**src/rtl/matrix_pkg.sv**
```systemverilog
// Shared types for the element-wise matrix engine: operation and FSM state encodings.
package matrix_pkg;

  typedef enum logic [1:0] {
    EW_ADD  = 2'd0,
    EW_SUB  = 2'd1,
    EW_RSUB = 2'd2,
    EW_ABSD = 2'd3
  } ew_op_e;

  typedef enum logic [1:0] {
    ST_IDLE = 2'd0,
    ST_RUN  = 2'd1,
    ST_DONE = 2'd2
  } ew_state_e;

endpackage

```
**src/rtl/matrix_elementwise_ew_alu.sv**
```systemverilog
// ew_alu: one lane of element-wise arithmetic (ADD, SUB, RSUB, ABSD) on DW-bit operands.
// Result is DW+1 bits. With MATRIX_EW_SAT_EN defined the result saturates to the DW-bit
// range of the selected signedness before being extended.
module ew_alu
  import matrix_pkg::*;
#(
  parameter int unsigned DW = 8
) (
  input  ew_op_e        op,
  input  logic          is_signed,
  input  logic [DW-1:0] a,
  input  logic [DW-1:0] b,
  output logic [DW:0]   res
);

`ifdef MATRIX_EW_SAT_EN
  // One guard bit beyond DW+1 so the true value can be compared against the DW-bit range.
  localparam int unsigned XW = DW + 2;
  localparam logic signed [XW-1:0] SMAX = {3'b000, {(DW-1){1'b1}}};
  localparam logic signed [XW-1:0] SMIN = {3'b111, {(DW-1){1'b0}}};
  localparam logic signed [XW-1:0] UMAX = {2'b00, {DW{1'b1}}};
`else
  localparam int unsigned XW = DW + 1;
`endif

  logic signed [XW-1:0] xa;
  logic signed [XW-1:0] xb;
  logic signed [XW-1:0] diff;
  logic signed [XW-1:0] full;

  // Extend operands, compute the selected operation, then optionally saturate.
  always_comb begin
    xa   = is_signed ? {{(XW-DW){a[DW-1]}}, a} : {{(XW-DW){1'b0}}, a};
    xb   = is_signed ? {{(XW-DW){b[DW-1]}}, b} : {{(XW-DW){1'b0}}, b};
    diff = xa - xb;
    case (op)
      EW_ADD:  full = xa + xb;
      EW_SUB:  full = diff;
      EW_RSUB: full = xb - xa;
      default: full = diff[XW-1] ? -diff : diff;
    endcase
`ifdef MATRIX_EW_SAT_EN
    res = full[DW:0];
    if (is_signed) begin
      if (full > SMAX)      res = SMAX[DW:0];
      else if (full < SMIN) res = SMIN[DW:0];
    end else begin
      if (full > UMAX)      res = UMAX[DW:0];
      else if (full[XW-1])  res = '0;
    end
`else
    res = full;
`endif
  end

endmodule

```
**src/rtl/matrix_elementwise.sv**
```systemverilog
// matrix_elementwise: snapshots two ROWS x COLS operand matrices on start and computes
// c = op(a, b) element-wise, LANES elements per cycle in row-major order.
// Optional saturation of results is enabled by defining MATRIX_EW_SAT_EN.
module matrix_elementwise
  import matrix_pkg::*;
#(
  parameter int unsigned ROWS  = 4,
  parameter int unsigned COLS  = 4,
  parameter int unsigned DW    = 8,
  parameter int unsigned LANES = 1
) (
  input  logic                          clk,
  input  logic                          rst_n,
  input  logic                          clr,
  input  logic                          start,
  input  logic [1:0]                    op,
  input  logic                          is_signed,
  input  logic [ROWS*COLS*DW-1:0]       a,
  input  logic [ROWS*COLS*DW-1:0]       b,
  output logic [ROWS*COLS*(DW+1)-1:0]   c,
  output logic                          busy,
  output logic                          done
);

  localparam int unsigned NE = ROWS * COLS;
  localparam int unsigned N  = NE / LANES;
  localparam int unsigned IW = (N > 1) ? $clog2(N) : 1;
  localparam int unsigned RW = DW + 1;

  if (NE % LANES != 0) begin : g_lanes_check
    $error("matrix_elementwise: ROWS*COLS must be a multiple of LANES");
  end

  ew_state_e             state_q, state_d;
  logic [IW-1:0]         idx_q, idx_d;
  logic [NE*DW-1:0]      a_q, a_d;
  logic [NE*DW-1:0]      b_q, b_d;
  ew_op_e                op_q, op_d;
  logic                  sgn_q, sgn_d;
  logic [NE*RW-1:0]      c_q, c_d;

  logic [LANES*DW-1:0]   beat_a;
  logic [LANES*DW-1:0]   beat_b;
  logic [LANES*RW-1:0]   beat_r;

  // Select the snapshot operands belonging to the current beat.
  always_comb begin
    beat_a = '0;
    beat_b = '0;
    for (int unsigned t = 0; t < N; t++) begin
      if (idx_q == IW'(t)) begin
        beat_a = a_q[t*LANES*DW +: LANES*DW];
        beat_b = b_q[t*LANES*DW +: LANES*DW];
      end
    end
  end

  for (genvar l = 0; l < LANES; l++) begin : g_lane
    ew_alu #(.DW(DW)) u_alu (
      .op        (op_q),
      .is_signed (sgn_q),
      .a         (beat_a[l*DW +: DW]),
      .b         (beat_b[l*DW +: DW]),
      .res       (beat_r[l*RW +: RW])
    );
  end

  // Next-state logic: accept/snapshot in IDLE, one beat per cycle in RUN, clr overrides all.
  always_comb begin
    state_d = state_q;
    idx_d   = idx_q;
    a_d     = a_q;
    b_d     = b_q;
    op_d    = op_q;
    sgn_d   = sgn_q;
    c_d     = c_q;
    case (state_q)
      ST_IDLE: begin
        if (start) begin
          state_d = ST_RUN;
          idx_d   = '0;
          a_d     = a;
          b_d     = b;
          op_d    = ew_op_e'(op);
          sgn_d   = is_signed;
        end
      end
      ST_RUN: begin
        for (int unsigned t = 0; t < N; t++) begin
          if (idx_q == IW'(t)) c_d[t*LANES*RW +: LANES*RW] = beat_r;
        end
        if (idx_q == IW'(N - 1)) state_d = ST_DONE;
        else                     idx_d   = idx_q + 1'b1;
      end
      ST_DONE: state_d = ST_IDLE;
      default: state_d = ST_IDLE;
    endcase
    // clr wins over a simultaneous start, so the snapshot is left untouched too.
    if (clr) begin
      state_d = ST_IDLE;
      idx_d   = '0;
      a_d     = a_q;
      b_d     = b_q;
      op_d    = op_q;
      sgn_d   = sgn_q;
      c_d     = '0;
    end
  end

  // State, index, snapshot and result registers with asynchronous active-low reset.
  always_ff @(posedge clk or negedge rst_n) begin
    if (!rst_n) begin
      state_q <= ST_IDLE;
      idx_q   <= '0;
      a_q     <= '0;
      b_q     <= '0;
      op_q    <= EW_ADD;
      sgn_q   <= 1'b0;
      c_q     <= '0;
    end else begin
      state_q <= state_d;
      idx_q   <= idx_d;
      a_q     <= a_d;
      b_q     <= b_d;
      op_q    <= op_d;
      sgn_q   <= sgn_d;
      c_q     <= c_d;
    end
  end

  assign c    = c_q;
  assign busy = (state_q != ST_IDLE);
  assign done = (state_q == ST_DONE);

endmodule

```
**config.mk**
```make
export PLATFORM = sky130hd
export DESIGN_NAME = matrix_elementwise
export DESIGN_NICKNAME = d
export VERILOG_FILES = /design/src/rtl/matrix_pkg.sv /design/src/rtl/matrix_elementwise_ew_alu.sv /design/src/rtl/matrix_elementwise.sv
export SDC_FILE = /design/constraint.sdc
export NUM_CORES = 1
export LEC_CHECK = 0
export ABC_AREA = 1
export CORE_ASPECT_RATIO = 1.4
export CORE_MARGIN = 10
export CORE_UTILIZATION = 48
export DETAILED_ROUTE_END_ITERATION = 8
export GPL_TIMING_DRIVEN = 0
export PLACE_DENSITY = 0.75
export SLEW_MARGIN = 40
export SYNTH_ARGS = -nofsm -noshare
export SYNTH_HDL_FRONTEND = slang
export SYNTH_SLANG_ARGS = --single-unit
```
**constraint.sdc**
```tcl
create_clock -name clk -period 5.88 [get_ports clk]
set_input_delay 1.176 -clock clk [delete_from_list [all_inputs] [get_ports clk]]
set_output_delay 1.176 -clock clk [all_outputs]
set_load 0.01 [all_outputs]
```
; ---- Word-level counts from Yosys, hierarchy flattened
; Index checks and enable logic that the tools add are counted.
[word_totals]
output_inout_bits = 146
inputBits = 263
reg_bits = 409
[classes]
n_eq_ne = 22
add_sub_neg = 5
bitwise_logic = 1
reduce_logical = 41
muxes = 62
[op_table]
columns = cell, n
row1 = 144-bit 2-to-1 mux, 2
row2 = 8-bit 2-to-1 mux, 32
row3 = 9-bit 2-to-1 mux, 19
row4 = 2-bit nonzero test, 18
row5 = 2-bit AND reduction, 17
row6 = 4-bit == test (second input constant), 8
row7 = 9-bit one-hot mux with 3 select lines, 1
row8 = 9-bit subtractor, 2
row9 = 4-bit by 3-bit == test with 1-bit output (second input constant), 4
row10 = 4-bit 2-to-1 mux, 3
row11 = 9-bit adder, 1
row12 = 3-bit inequality test (second input constant), 3
row13 = 9-bit negation, 1
row14 = 4-bit by 2-bit == test with 1-bit output (second input constant), 2
row15 = 4-bit one-hot mux with 2 select lines, 1
row16 = 2-bit 2-to-1 mux, 3
row17 = 3-bit AND reduction, 2
row18 = 4-bit by 1-bit adder with 4-bit output (second input constant), 1
row19 = 2-bit by 1-bit == test with 1-bit output (second input constant), 2
row20 = 2-bit == test (second input constant), 2
row21 = 4-bit by 1-bit == test with 1-bit output (second input constant), 1
row22 = 2-bit zero test, 2
row23 = 4-bit zero test, 1
row24 = 2-bit one-hot mux with 2 select lines, 1
row25 = 2 further kinds, 2

; ---- Depth between registers and ports, before layout
; Gate-level depths: netlist (run 1).
[logic_depth]
depth_word = 25
ltp_mapped = 45
mapped_depth_nobuf = 43

; ---- By module
; Synthesis (run 1) repeated with hierarchy kept, for this count alone.
[unflattened]
cells_unflattened = 2003
area_unflattened_um2 = 19237.2
[by_module_without_submodules]
columns = module, seq_area_each_um2, area_each_um2, cells_each, n_inst
row1 = matrix_elementwise, 10234.8, 17844.6, 1739, 1
row2 = ew_alu, 0.0, 1392.6, 264, 1

; ---- Worst setup path after synthesis (run 1)
; No wires, ideal clock.
[synth_timing]
path_kind = register to register
startpoint = register idx_q[1]
endpoint = register c_q[50] (netlist: c[50])
required_time_ns = 5.814
slack_ns = 0.811
period_less_slack_ns = 5.069
t_arrival_ns = 5.003
stages_incl_launch_ff = 38
cell_sequence = dfrtp_1 > inv_1 > ha_1 > buf_2 > inv_2 > nor3_1 > buf_2 > nand2_1 > nand3_1 > o211ai_1 > nand3_1 > o21ai_0 > nand3_1 > o21ai_0 > nand3_1 > nand3_1 > nand2_1 > nand2_1 > [... 2 more ...] > nand2_1 > nand2_1 > nand2_1 > inv_1 > ha_1 > inv_1 > o21ai_0 > inv_1 > ha_1 > nand2_1 > o21ai_0 > a21oi_1 > o21bai_1 > xor2_1 > a221oi_1 > clkbuf_1 > nand3_1 > nand2_1
[synth_between]
elab_chain_len = 25
word_cells_on_any_way = 61
[synth_rtl]
columns = item, line
row1 = start: declaration, matrix_elementwise.sv:35  ; logic [IW-1:0] idx_q, idx_d;
row2 = start signal: assignment, matrix_elementwise.sv:122  ; idx_q <= idx_d;
row3 = 4-bit zero test, matrix_elementwise.sv:51  ; if (idx_q == IW'(t)) begin
row4 = 8-bit 2-to-1 mux (16 in series), matrix_elementwise.sv:51
row5 = "9-bit 2-to-1 mux, on equally long branches", "matrix_elementwise_ew_alu.sv:33, matrix_elementwise_ew_alu.sv:34"
row6 = 9-bit subtractor, matrix_elementwise_ew_alu.sv:35  ; diff = xa - xb;
row7 = 9-bit negation, matrix_elementwise_ew_alu.sv:40  ; default: full = diff[XW-1] ? -diff : diff;
row8 = 9-bit 2-to-1 mux, matrix_elementwise_ew_alu.sv:40
row9 = 9-bit one-hot mux with 3 select lines, matrix_elementwise_ew_alu.sv:36  ; case (op)
row10 = 9-bit 2-to-1 mux, matrix_elementwise.sv:90  ; if (idx_q == IW'(t)) c_d[t*LANES*RW +: LANES*RW] = beat_r;
row11 = 144-bit 2-to-1 mux, matrix_elementwise.sv:77  ; case (state_q)
row12 = 144-bit 2-to-1 mux, matrix_elementwise.sv:99  ; if (clr) begin
row13 = end signal: assignment, matrix_elementwise.sv:119  ; c_q <= '0;
row14 = end signal: assignment, matrix_elementwise.sv:127  ; c_q <= c_d;
row15 = end: declaration, matrix_elementwise.sv:40  ; logic [NE*RW-1:0] c_q, c_d;
; Parallel ways exist; a longest one is shown, timed or not. The select of a mux whose other input is x is not followed.
; A chain may end at the register's enable or synchronous reset.

; ---- Worst setup path after layout (run 1)
[layout_timing]
startpoint = register idx_q[0]
endpoint = register c_q[28] (netlist: c[28])
; Same word-level chain as after synthesis.

==> results of run 1 <==
worst min-delay path by stage:
stage	endpoint	slack [ns]	startpoint	cells after the start
after detailed placement	c[76]$_DFFE_PN0P_	0.47	c[76]$_DFFE_PN0P_	2
after CTS	c[76]$_DFFE_PN0P_	0.48	c[76]$_DFFE_PN0P_	2
after global placement	c[92]$_DFFE_PN0P_	0.46	c[92]$_DFFE_PN0P_	2
after global routing	c[56]$_DFFE_PN0P_	0.50	c[56]$_DFFE_PN0P_	2
final	c[50]$_DFFE_PN0P_	0.48	c[50]$_DFFE_PN0P_	2
after floorplan	b_q[23]$_DFFE_PN0P_	0.47	b_q[23]$_DFFE_PN0P_	1
power by group through the flow:
stage	Clock, uW	Sequential (uW)	Combinational (uW)
2_1_floorplan	0	4190	4330
3_3_place_gp	0	4110	7000
3_5_place_dp	0	4120	7240
4_1_cts	2770	4080	7590
5_1_grt	2870	4170	8850
6_report	2740	4100	8180
repair_timing:
action | 4_1_cts | 5_1_grt
hold endpoints to repair | 0 | 0
pin swaps | 6 | 16
resized for setup | 33 | 65
buffers inserted | 5 | 7
gates cloned | 1 | 3
setup endpoints to repair | 128 | 128
kinds of logic after synthesis:
group | after synthesis | share of synthesized area
multiplexers | 250 | 0.1430
adder cells (fa/ha/maj) | 24 | 0.01602
buffers and inverters | 213 | 0.04665
flip-flops | 409 | 0.5199
AND/OR/NAND/NOR | 980 | 0.2209
AO/OA/AOI/OAI | 151 | 0.04557
XOR/XNOR | 18 | 0.008008
sequential cells by signal (all words and copies together) (netlist names):
name,cells
idx_q,4
c,144
sgn_q,1
b_q,128
state_q,2
op_q,2
a_q,128
placed cells by master, fill, tap and decap left out, types with 13 or more instances in the layout:
cell type        instances
nand3_2                 15
nand2_1                589
nor2_1                  84
ha_1                    20
buf_4                   13
mux2_2                 250
nand3_1                212
o21ai_0                 41
clkdlybuf4s50_1        406
inv_1                   96
clkbuf_1                66
buf_6                   13
clkbuf_16               44
a21oi_1                 50
dfrtp_1                407
o211ai_1                20
or2_2                   13
critical path, delay by kind of cell, from the launching register on:
family                   cells  cell delay [ns]
AO/OA/AOI/OAI                5             1.25
adder cells (fa/ha/maj)      3             0.90
buffers and inverters        5             1.08
flip-flops                   1             0.43
AND/OR/NAND/NOR             17             1.89
layer usage:
layer	vias to the layer above	global-route usage
li1	7718	-
met2	618	0.4645
met4	4	0.1057
met3	161	0.04822
met5	-	0
met1	8118	0.2925
synthesized netlist by cell type, types with 2 or more instances:
cell	n	area share
nor3b_1	2	0.00076
buf_2	13	0.0033
nor2_1	88	0.017
a21oi_1	56	0.014
clkbuf_1	69	0.013
nand3_2	15	0.0076
xnor2_1	4	0.0018
nand3b_1	2	0.00076
nand2_2	12	0.0038
o21ai_0	49	0.012
nand4_1	12	0.0038
nand3_4	3	0.0027
o211ai_1	20	0.0076
ha_1	22	0.014
nand2_4	9	0.0051
nor2_2	5	0.0016
fa_1	2	0.0020
mux2_2	250	0.14
or2_1	2	0.00064
nand2_1	591	0.11
or2_0	2	0.00064
o2111ai_1	5	0.0022
o21ai_1	3	0.00076
dfrtp_1	409	0.52
a221oi_1	5	0.0022
o21bai_1	5	0.0019
buf_6	13	0.0074
xor2_1	14	0.0062
buf_1	4	0.00076
nor2_4	2	0.0011
o21ai_2	2	0.00089
nor4_1	2	0.00064
nand4_4	2	0.0022
inv_2	6	0.0011
or2_2	13	0.0041
nor3_1	3	0.00076
inv_1	99	0.019
nand3_1	213	0.054
clkinv_1	8	0.0015
stage by stage:
| step | setup slack (ns) | std cells | total power, uW | hold WS [ns] | cell area [sq um] |
|---|---|---|---|---|---|
| 2_1_floorplan | 0.8112 | 2045 | 8514 | 0.4699 | 19690 |
| 3_3_place_gp | -13.98 | 2986 | 11110 | 0.4624 | 24430 |
| 3_5_place_dp | -1.264 | 2992 | 11360 | 0.4653 | 24640 |
| 4_1_cts | 0.001859 | 3066 | 14440 | 0.4827 | 26200 |
| 5_1_grt | -0.03520 | 3080 | 15890 | 0.4963 | 26520 |
| 6_report | 0.2903 | 3081 | 15020 | 0.4806 | 26530 |
cell type report:
cell class | instances | area (sq um) | share of cell area
Antenna cell | 6 | 15.01 | 0.0005660
Sequential cell | 409 | 10240 | 0.3859
Clock inverter | 11 | 166.4 | 0.006273
Timing Repair Buffer | 428 | 4414 | 0.1664
Buffer | 95 | 536.8 | 0.02023
Inverter | 114 | 436.7 | 0.01646
Tap cell | 534 | 668.1 | 0.02519
Clock buffer | 60 | 1229 | 0.04632
Multi-Input combinational cell | 1424 | 8823 | 0.3326
==> results.sh, run 1 <==
export IMPL_status="complete, no violations"
export IMPL_fin_nets=2799
export IMPL_synth_edf_count=0
export IMPL_critPathKind="flop to flop"
export IMPL_ys_ff_latch=409
export IMPL_firstDrtPassIters=8
export IMPL_power_switching_uw=6400
export IMPL_wire_per_inst_um=21.49
export IMPL_hold_path_class="flop to flop"
export IMPL_syn_area_sq_um=19690
export IMPL_peakVddDrop_uv=395.0
export IMPL_synth_area_per_cell_sq_um=9.627
export IMPL_clkSinkCount=409
export IMPL_insertion_delay_ns=0.56
export IMPL_die_h_um=259.6
export IMPL_path_clk_slew_ns=0.06
export IMPL_period_share=0.9506
export IMPL_synthArstFlopShare=1.000
export IMPL_route_detailed_drc=0
export IMPL_max_cap_violations=0
export IMPL_leakage_uw=0.01223
export IMPL_ant_nets=0
export IMPL_synth_cell_types=48
export IMPL_drv_slew=0
export IMPL_via_per_inst=5.394
export IMPL_grt_first_pass_wirelength_um=99730
export IMPL_finalClockSkew_ns=0.02301
export IMPL_cts_tree="yes"
export IMPL_vias=16619
export IMPL_cp_start_kind="flop"
export IMPL_n_fill_cell=3229
export IMPL_swShare=0.4261
export IMPL_worst_slew_pin_slew_ns=0.8111
export IMPL_hold_buffers=0
export IMPL_dieArea_sq_um=49630
export IMPL_yosys_warnings=0
export IMPL_crit_path_max_incr_delay_ns=0.72
export IMPL_slowest_stage="a221oi_2"
export IMPL_crit_arrival_ns=6.08
export IMPL_grt_max_degree=77
export IMPL_drive_gt1_frac=0.1932
export IMPL_place_congestion=0.9084
export IMPL_grt_pass1_vias=17190
export IMPL_antenna_found_initial=7
export IMPL_cp_endpoint="c[28]$_DFFE_PN0P_"
export IMPL_finalHoldViolations=0
export IMPL_grt_use_total=0.2578
export IMPL_maxUsedRoutingLayer="met5"
export IMPL_cts_buffers=40
export IMPL_setup_tns_ns=0
export IMPL_wl_met2_um=34780
export IMPL_ctsLongestPathBuffers=3
export IMPL_routed_wl_um=66220
export IMPL_p_int_uw=8619
export IMPL_cp_max_fo=10
export IMPL_max_freq_mhz=178.9
export IMPL_drt_initial_drc_count=1281
export IMPL_setup_viol=0
export IMPL_p_seq_frac=0.273
export IMPL_dieWidth_um=191.2
export IMPL_ff2ff_setup_slack_ns=0.29
export IMPL_ys_flop_type="dfrtp_1"
export IMPL_power_frac_clock=0.183
export IMPL_pwr_share_comb=0.545
export IMPL_syn_to_final_growth_pct=34.75
export IMPL_clk_root_buffer_cell="clkbuf_16"
export IMPL_fin_util=0.6568
export IMPL_crit_path_end_kind="flop"
export IMPL_grt_ovfl_total=0
export IMPL_worstPathRequired_ns=6.37
export IMPL_cts_max_level=2
export IMPL_syn_nets=2332
export IMPL_start_util=0.4875
export IMPL_powerDensity_nw_per_um2=566.2
export IMPL_io_buffers=407
export IMPL_relSlewSlack=0.4593
export IMPL_startpoint="idx_q[0]$_DFFE_PN0P_"
export IMPL_synthCells=2045
export IMPL_r2r_start="idx_q[0]$_DFFE_PN0P_"
export IMPL_rows=87
export IMPL_ys_seq_area_frac=0.5199
export IMPL_wl_met3_um=4217
export IMPL_r2r_end="c[28]$_DFFE_PN0P_"
export IMPL_reg2regPathDepth=30
export IMPL_dpl_hpwl_um=50850
export IMPL_ios=409
export IMPL_fin_crit_ns=5.590
export IMPL_rsz0062_at_grt="yes"
export IMPL_wl_met1_um=24300
export IMPL_core_area_sq_um=40390
No activity file was read; power rests on OpenSTA's default activity.
==> run 2: changes to the inputs <==
--- a/config.mk
+++ b/config.mk
@@ -12,7 +12,7 @@
 export DETAILED_ROUTE_END_ITERATION = 8
 export GPL_TIMING_DRIVEN = 0
 export PLACE_DENSITY = 0.75
-export SLEW_MARGIN = 40
+export SLEW_MARGIN = 20
 export SYNTH_ARGS = -nofsm -noshare
 export SYNTH_HDL_FRONTEND = slang
 export SYNTH_SLANG_ARGS = --single-unit
==> results.sh, run 2 (same netlist as run 1, synthesis figures left out) <==
export IMPL_status="complete, no violations"
export IMPL_max_freq_mhz=179.7
export IMPL_powerDensity_nw_per_um2=572.0
export IMPL_path_clk_slew_ns=0.07
export IMPL_fin_nets=2812
export IMPL_crit_path_max_incr_delay_ns=0.48
export IMPL_fin_area_sq_um=26600
export IMPL_drt_initial_drc_count=1154
export IMPL_relSlewSlack=0.2727
export IMPL_grt_ovfl_total=0
export IMPL_clk_root_buffer_cell="clkbuf_16"
export IMPL_layout_common_cells="nand2_1, dfrtp_1, clkdlybuf4s50_1"
export IMPL_worst_slew_pin_slew_ns=1.087
export IMPL_die_h_um=259.6
export IMPL_met2_usage=0.4692
export IMPL_cts_tree="yes"
export IMPL_p_int_uw=8701
export IMPL_grt_max_degree=101
export IMPL_ant_nets=0
export IMPL_period_share=0.9464
export IMPL_crit_path_end_kind="flop"
export IMPL_fin_crit_ns=5.565
export IMPL_cp_max_fo=10
export IMPL_max_cap_violations=0
export IMPL_final_cells=3097
export IMPL_cts_max_level=2
export IMPL_swShare=0.4282
export IMPL_ctsLongestPathBuffers=3
export IMPL_setup_tns_ns=0
export IMPL_core_area_sq_um=40390
export IMPL_peakVddDrop_uv=407.6
export IMPL_insertion_delay_ns=0.56
export IMPL_crit_arrival_ns=6.06
export IMPL_vias=16834
export IMPL_largest_reg_flops=144
export IMPL_power_frac_clock=0.180
export IMPL_worstPathRequired_ns=6.37
export IMPL_cp_num_buf_inv=6
export IMPL_leakage_uw=0.01228
export IMPL_ios=409
export IMPL_power_switching_uw=6516
export IMPL_grt_busiest_layer="met2"
export IMPL_syn_to_final_growth_pct=35.13
export IMPL_hold_path_class="flop to flop"
export IMPL_via_per_inst=5.436
export IMPL_pwr_share_comb=0.551
export IMPL_final_common_cell="nand2_1"
export IMPL_drv_slew=0
export IMPL_firstDrtPassIters=6
export IMPL_start_util=0.4875
export IMPL_gr_usage_met1=0.2947
export IMPL_placed_cells=2993
export IMPL_holdWs_ns=0.4792
export IMPL_drive_gt1_frac=0.1975
export IMPL_dieArea_sq_um=49630
export IMPL_place_area_sq_um=24560
export IMPL_wire_per_inst_um=21.56
export IMPL_critPathKind="flop to flop"
export IMPL_crit_family="simple AND/OR/NAND/NOR gates"
export IMPL_grt_first_pass_wirelength_um=100500
export IMPL_cts_buffers=41
export IMPL_grt_pass1_vias=17409
export IMPL_place_congestion=0.9084
export IMPL_finalClockSkew_ns=0.01731
export IMPL_io_buffers=407
export IMPL_p_seq_frac=0.269
export IMPL_antenna_found_initial=7
export IMPL_routed_wl_um=66780
export IMPL_hold_buffers=0
export IMPL_rows=87
export IMPL_finalHoldViolations=0
export IMPL_clkSinkCount=409
export IMPL_route_detailed_drc=0
export IMPL_crit_top_cell="nand2_1"
export IMPL_setup_viol=0
export IMPL_cp_start_kind="flop"
export IMPL_total_power_uw=15220
export IMPL_slowest_stage="dfrtp_2"
export IMPL_grt_use_total=0.2597
export IMPL_grt_use_met3=0.04380
export IMPL_dpl_hpwl_um=50700
export IMPL_dieWidth_um=191.2
## run 2: final cells by class
type	instances	area, sq um
timing repair buffer	441	4479
tap	534	668.1
sequential	409	10240
clock buffer	61	1224
fill	3133	13780
inverter	114	439.2
buffer	95	543.0
clock inverter	14	165.2
antenna	6	15.01
multi-input combinational	1423	8831
## run 2: worst register-to-register path: cells and delay by family, from the launching register on
kind	cells	cell delay [ns]
flip-flops	1	0.48
AND/OR/NAND/NOR	23	2.41
adder cells (fa/ha/maj)	2	0.55
buffers and inverters	6	0.66
AO/OA/AOI/OAI	9	1.38
## run 2: timing repair
| item | 4_1_cts | 5_1_grt |
|---|---|---|
| pin swaps | 5 | 25 |
| endpoints found under the hold margin | 0 | 0 |
| gates resized for setup | 37 | 80 |
| gates cloned | 0 | 4 |
| endpoints found under the setup margin | 128 | 128 |
| setup buffers | 6 | 17 |
## run 2: path summary, 6_finish.rpt
check,start,endpoint,slack [ns],cells after the start
setup / recovery,idx_q[3]$_DFFE_PN0P_,c[25]$_DFFE_PN0P_,0.32,40
hold / removal,c[28]$_DFFE_PN0P_,c[28]$_DFFE_PN0P_,0.48,2
setup reg to reg,idx_q[3]$_DFFE_PN0P_,c[25]$_DFFE_PN0P_,0.32,40
hold reg to reg,c[28]$_DFFE_PN0P_,c[28]$_DFFE_PN0P_,0.48,2
max in group asynchronous,rst_n,a_q[80]$_DFFE_PN0P_,4.52,2
min in group asynchronous,rst_n,a_q[18]$_DFFE_PN0P_,0.52,1
## run 2: power groups by stage
stage                     Clock (uW)  Sequential, uW  Combinational (uW)
after floorplan                    0            4190                4330
after global placement             0            4110                7000
after detailed placement           0            4120                7180
after CTS                       2760            4080                7500
after global routing            2870            4170                9050
final                           2730            4090                8390
## run 2: layer usage
layer	up-vias	part of all wire
met4	4	0.047
met1	8219	0.37
met2	698	0.52
met3	167	0.063
met5	-	0.00042
li1	7746	-
## run 2: stage by stage
stage,utilization,setup WS [ns]
after floorplan,-,0.8112
after global placement,0.6049,-13.98
after detailed placement,0.6081,-1.254
after CTS,0.6469,0.008781
after global routing,0.6586,-0.08663
final,0.6587,0.3153
==> run 3: changes to the inputs <==
--- a/config.mk
+++ b/config.mk
@@ -6,12 +6,14 @@
 export NUM_CORES = 1
 export LEC_CHECK = 0
 export ABC_AREA = 1
+export CELL_PAD_IN_SITES_DETAIL_PLACEMENT = 0
+export CELL_PAD_IN_SITES_GLOBAL_PLACEMENT = 1
 export CORE_ASPECT_RATIO = 1.4
 export CORE_MARGIN = 10
-export CORE_UTILIZATION = 48
+export CORE_UTILIZATION = 39
 export DETAILED_ROUTE_END_ITERATION = 8
 export GPL_TIMING_DRIVEN = 0
-export PLACE_DENSITY = 0.75
+export PLACE_DENSITY = 0.79
 export SLEW_MARGIN = 20
 export SYNTH_ARGS = -nofsm -noshare
 export SYNTH_HDL_FRONTEND = slang
==> results.sh, run 3 (same netlist as run 1, synthesis figures left out) <==
export IMPL_fin_nets=2808
export IMPL_period_share=0.9456
export IMPL_vias=16248
export IMPL_finalHoldViolations=0
export IMPL_max_cap_violations=0
export IMPL_finalClockSkew_ns=0.01824
export IMPL_start_util=0.3937
export IMPL_grt_use_total=0.2245
export IMPL_dieArea_sq_um=59990
export IMPL_total_power_uw=15030
export IMPL_crit_top_cell="nand2_1"
export IMPL_final_common_cell="nand2_1"
export IMPL_cp_max_fo=17
export IMPL_die_h_um=285.8
export IMPL_power_frac_clock=0.191
export IMPL_clk_root_buffer_cell="clkbuf_16"
export IMPL_leakage_uw=0.01226
export IMPL_crit_arrival_ns=6.06
export IMPL_final_cells=3201
export IMPL_path_clk_slew_ns=0.06
export IMPL_worstPathRequired_ns=6.38
export IMPL_fin_ws_ns=0.3198
export IMPL_layout_common_cells="nand2_1, dfrtp_1, clkdlybuf4s50_1"
export IMPL_cts_tree="yes"
export IMPL_grt_max_degree=101
export IMPL_worst_slew_pin_slew_ns=0.9652
export IMPL_crit_path_max_incr_delay_ns=0.48
export IMPL_setup_viol=0
export IMPL_via_per_inst=5.076
export IMPL_ctsLongestPathBuffers=3
export IMPL_critPathKind="flop to flop"
export IMPL_peakVddDrop_uv=477.6
export IMPL_crit_path_end_kind="flop"
export IMPL_p_int_uw=8636
export IMPL_swShare=0.4256
export IMPL_cp_start_kind="flop"
export IMPL_routed_wl_um=68540
export IMPL_core_area_sq_um=50000
export IMPL_grt_first_pass_wirelength_um=105100
export IMPL_grt_pass1_vias=17311
export IMPL_dpl_hpwl_um=53560
export IMPL_dieWidth_um=209.9
export IMPL_hold_path_class="flop to flop"
export IMPL_place_ws_ns=-1.466
export IMPL_firstDrtPassIters=5
export IMPL_status="complete, no violations"
export IMPL_placed_cells=3103
export IMPL_p_seq_frac=0.272
export IMPL_pwr_share_comb=0.537
export IMPL_wire_per_inst_um=21.41
export IMPL_largest_reg_flops=144
export IMPL_place_congestion=0.8844
export IMPL_insertion_delay_ns=0.56
export IMPL_cts_buffers=43
export IMPL_ios=409
export IMPL_rsz0062_at_grt="yes"
export IMPL_max_freq_mhz=179.8
export IMPL_grt_ovfl_total=0
export IMPL_rows=97
export IMPL_route_detailed_drc=0
export IMPL_power_switching_uw=6398
export IMPL_slowest_stage="a221oi_2"
export IMPL_drv_slew=0
export IMPL_fin_area_sq_um=26700
export IMPL_cts_max_level=2
export IMPL_relSlewSlack=0.3542
export IMPL_ant_nets=0
export IMPL_setup_tns_ns=0
export IMPL_hold_buffers=0
export IMPL_drive_gt1_frac=0.1963
export IMPL_drt_initial_drc_count=823
export IMPL_fin_crit_ns=5.560
export IMPL_powerDensity_nw_per_um2=563.0
export IMPL_clkSinkCount=409
export IMPL_cp_num_buf_inv=7
export IMPL_io_buffers=407
export IMPL_place_area_sq_um=24710
export IMPL_antenna_found_initial=11
export IMPL_crit_family="compound AO/OA/AOI/OAI gates"
export IMPL_syn_to_final_growth_pct=35.64
==> run 3: cell types whose count changed in the layout (fill, tap and decap cells not counted), sizes merged <==
| cell | delta |
|---|---|
| clkinv | -2 |
| clkinvlp | +2 |
| buf | -7 |
| nor2 | +1 |
| inv | -2 |
| bufinv | +1 |
| clkbuf | +2 |
==> run 3: metal layers <==
| layer | GRT usage | vias up | share of wire |
|---|---|---|---|
| li1 | - | 7727 | - |
| met4 | 0.08236 | 10 | 0.033 |
| met5 | 0 | - | 0.0011 |
| met2 | 0.4066 | 515 | 0.53 |
| met1 | 0.2574 | 7868 | 0.39 |
| met3 | 0.04089 | 128 | 0.053 |
==> run 3: path summary, 6_finish.rpt <==
kind / from / to / slack [ns] / cells after the start
worst max-delay path: idx_q[0]$_DFFE_PN0P_ / c[58]$_DFFE_PN0P_ / 0.32 / 29
worst min-delay path: c[32]$_DFFE_PN0P_ / c[32]$_DFFE_PN0P_ / 0.48 / 2
worst max register to register: idx_q[0]$_DFFE_PN0P_ / c[58]$_DFFE_PN0P_ / 0.32 / 29
worst min register to register: c[32]$_DFFE_PN0P_ / c[32]$_DFFE_PN0P_ / 0.48 / 2
max in group asynchronous: rst_n / c[122]$_DFFE_PN0P_ / 3.99 / 3
min in group asynchronous: rst_n / a_q[18]$_DFFE_PN0P_ / 0.55 / 1
==> run 3: timing repair <==
item	CTS	global route
pin swaps	8	12
setup buffers	9	7
cloned	1	1
gates resized for setup	47	59
endpoints found under the setup margin	128	128
==> run 3: per-stage QoR <==
step,util,hold WS (ns)
floorplan,-,0.4699
global placement,0.4913,0.4631
detailed placement,0.4941,0.4646
CTS,0.5287,0.4800
global route,0.5340,0.4998
finish,0.5340,0.4782
==> run 3: worst register-to-register path: cells and delay by family (launching register included) <==
family                     cells  cell delay, ns
and+or+nand+nor               11            1.18
AOI/OAI and AO/OA              7            1.46
DFF                            1            0.44
xor gates and xnor gates       1            0.27
adders and majority gates      3            0.73
buffers and inverters          7            1.43
==> run 3: cell type report <==
type,count,area (sq um)
fillers,4621,23300
flip-flops and latches,409,10240
multi-input cells,1424,8818
repair buffers,432,4347
clock buffers,63,1294
well taps,643,804.5
plain buffers,97,556.8
inverters,114,439.2
clock inverters,13,191.4
diodes,6,15.01
==> run 3: power by group through the flow <==
stage                     Combinational [uW]  Clock [uW]  Sequential (uW)
after floorplan                         4330           0             4190
after detailed placement                7330           0             4130
after CTS                               7800        2920             4090
after global placement                  7180           0             4120
after global routing                    8830        3030             4190
final                                   8080        2870             4090
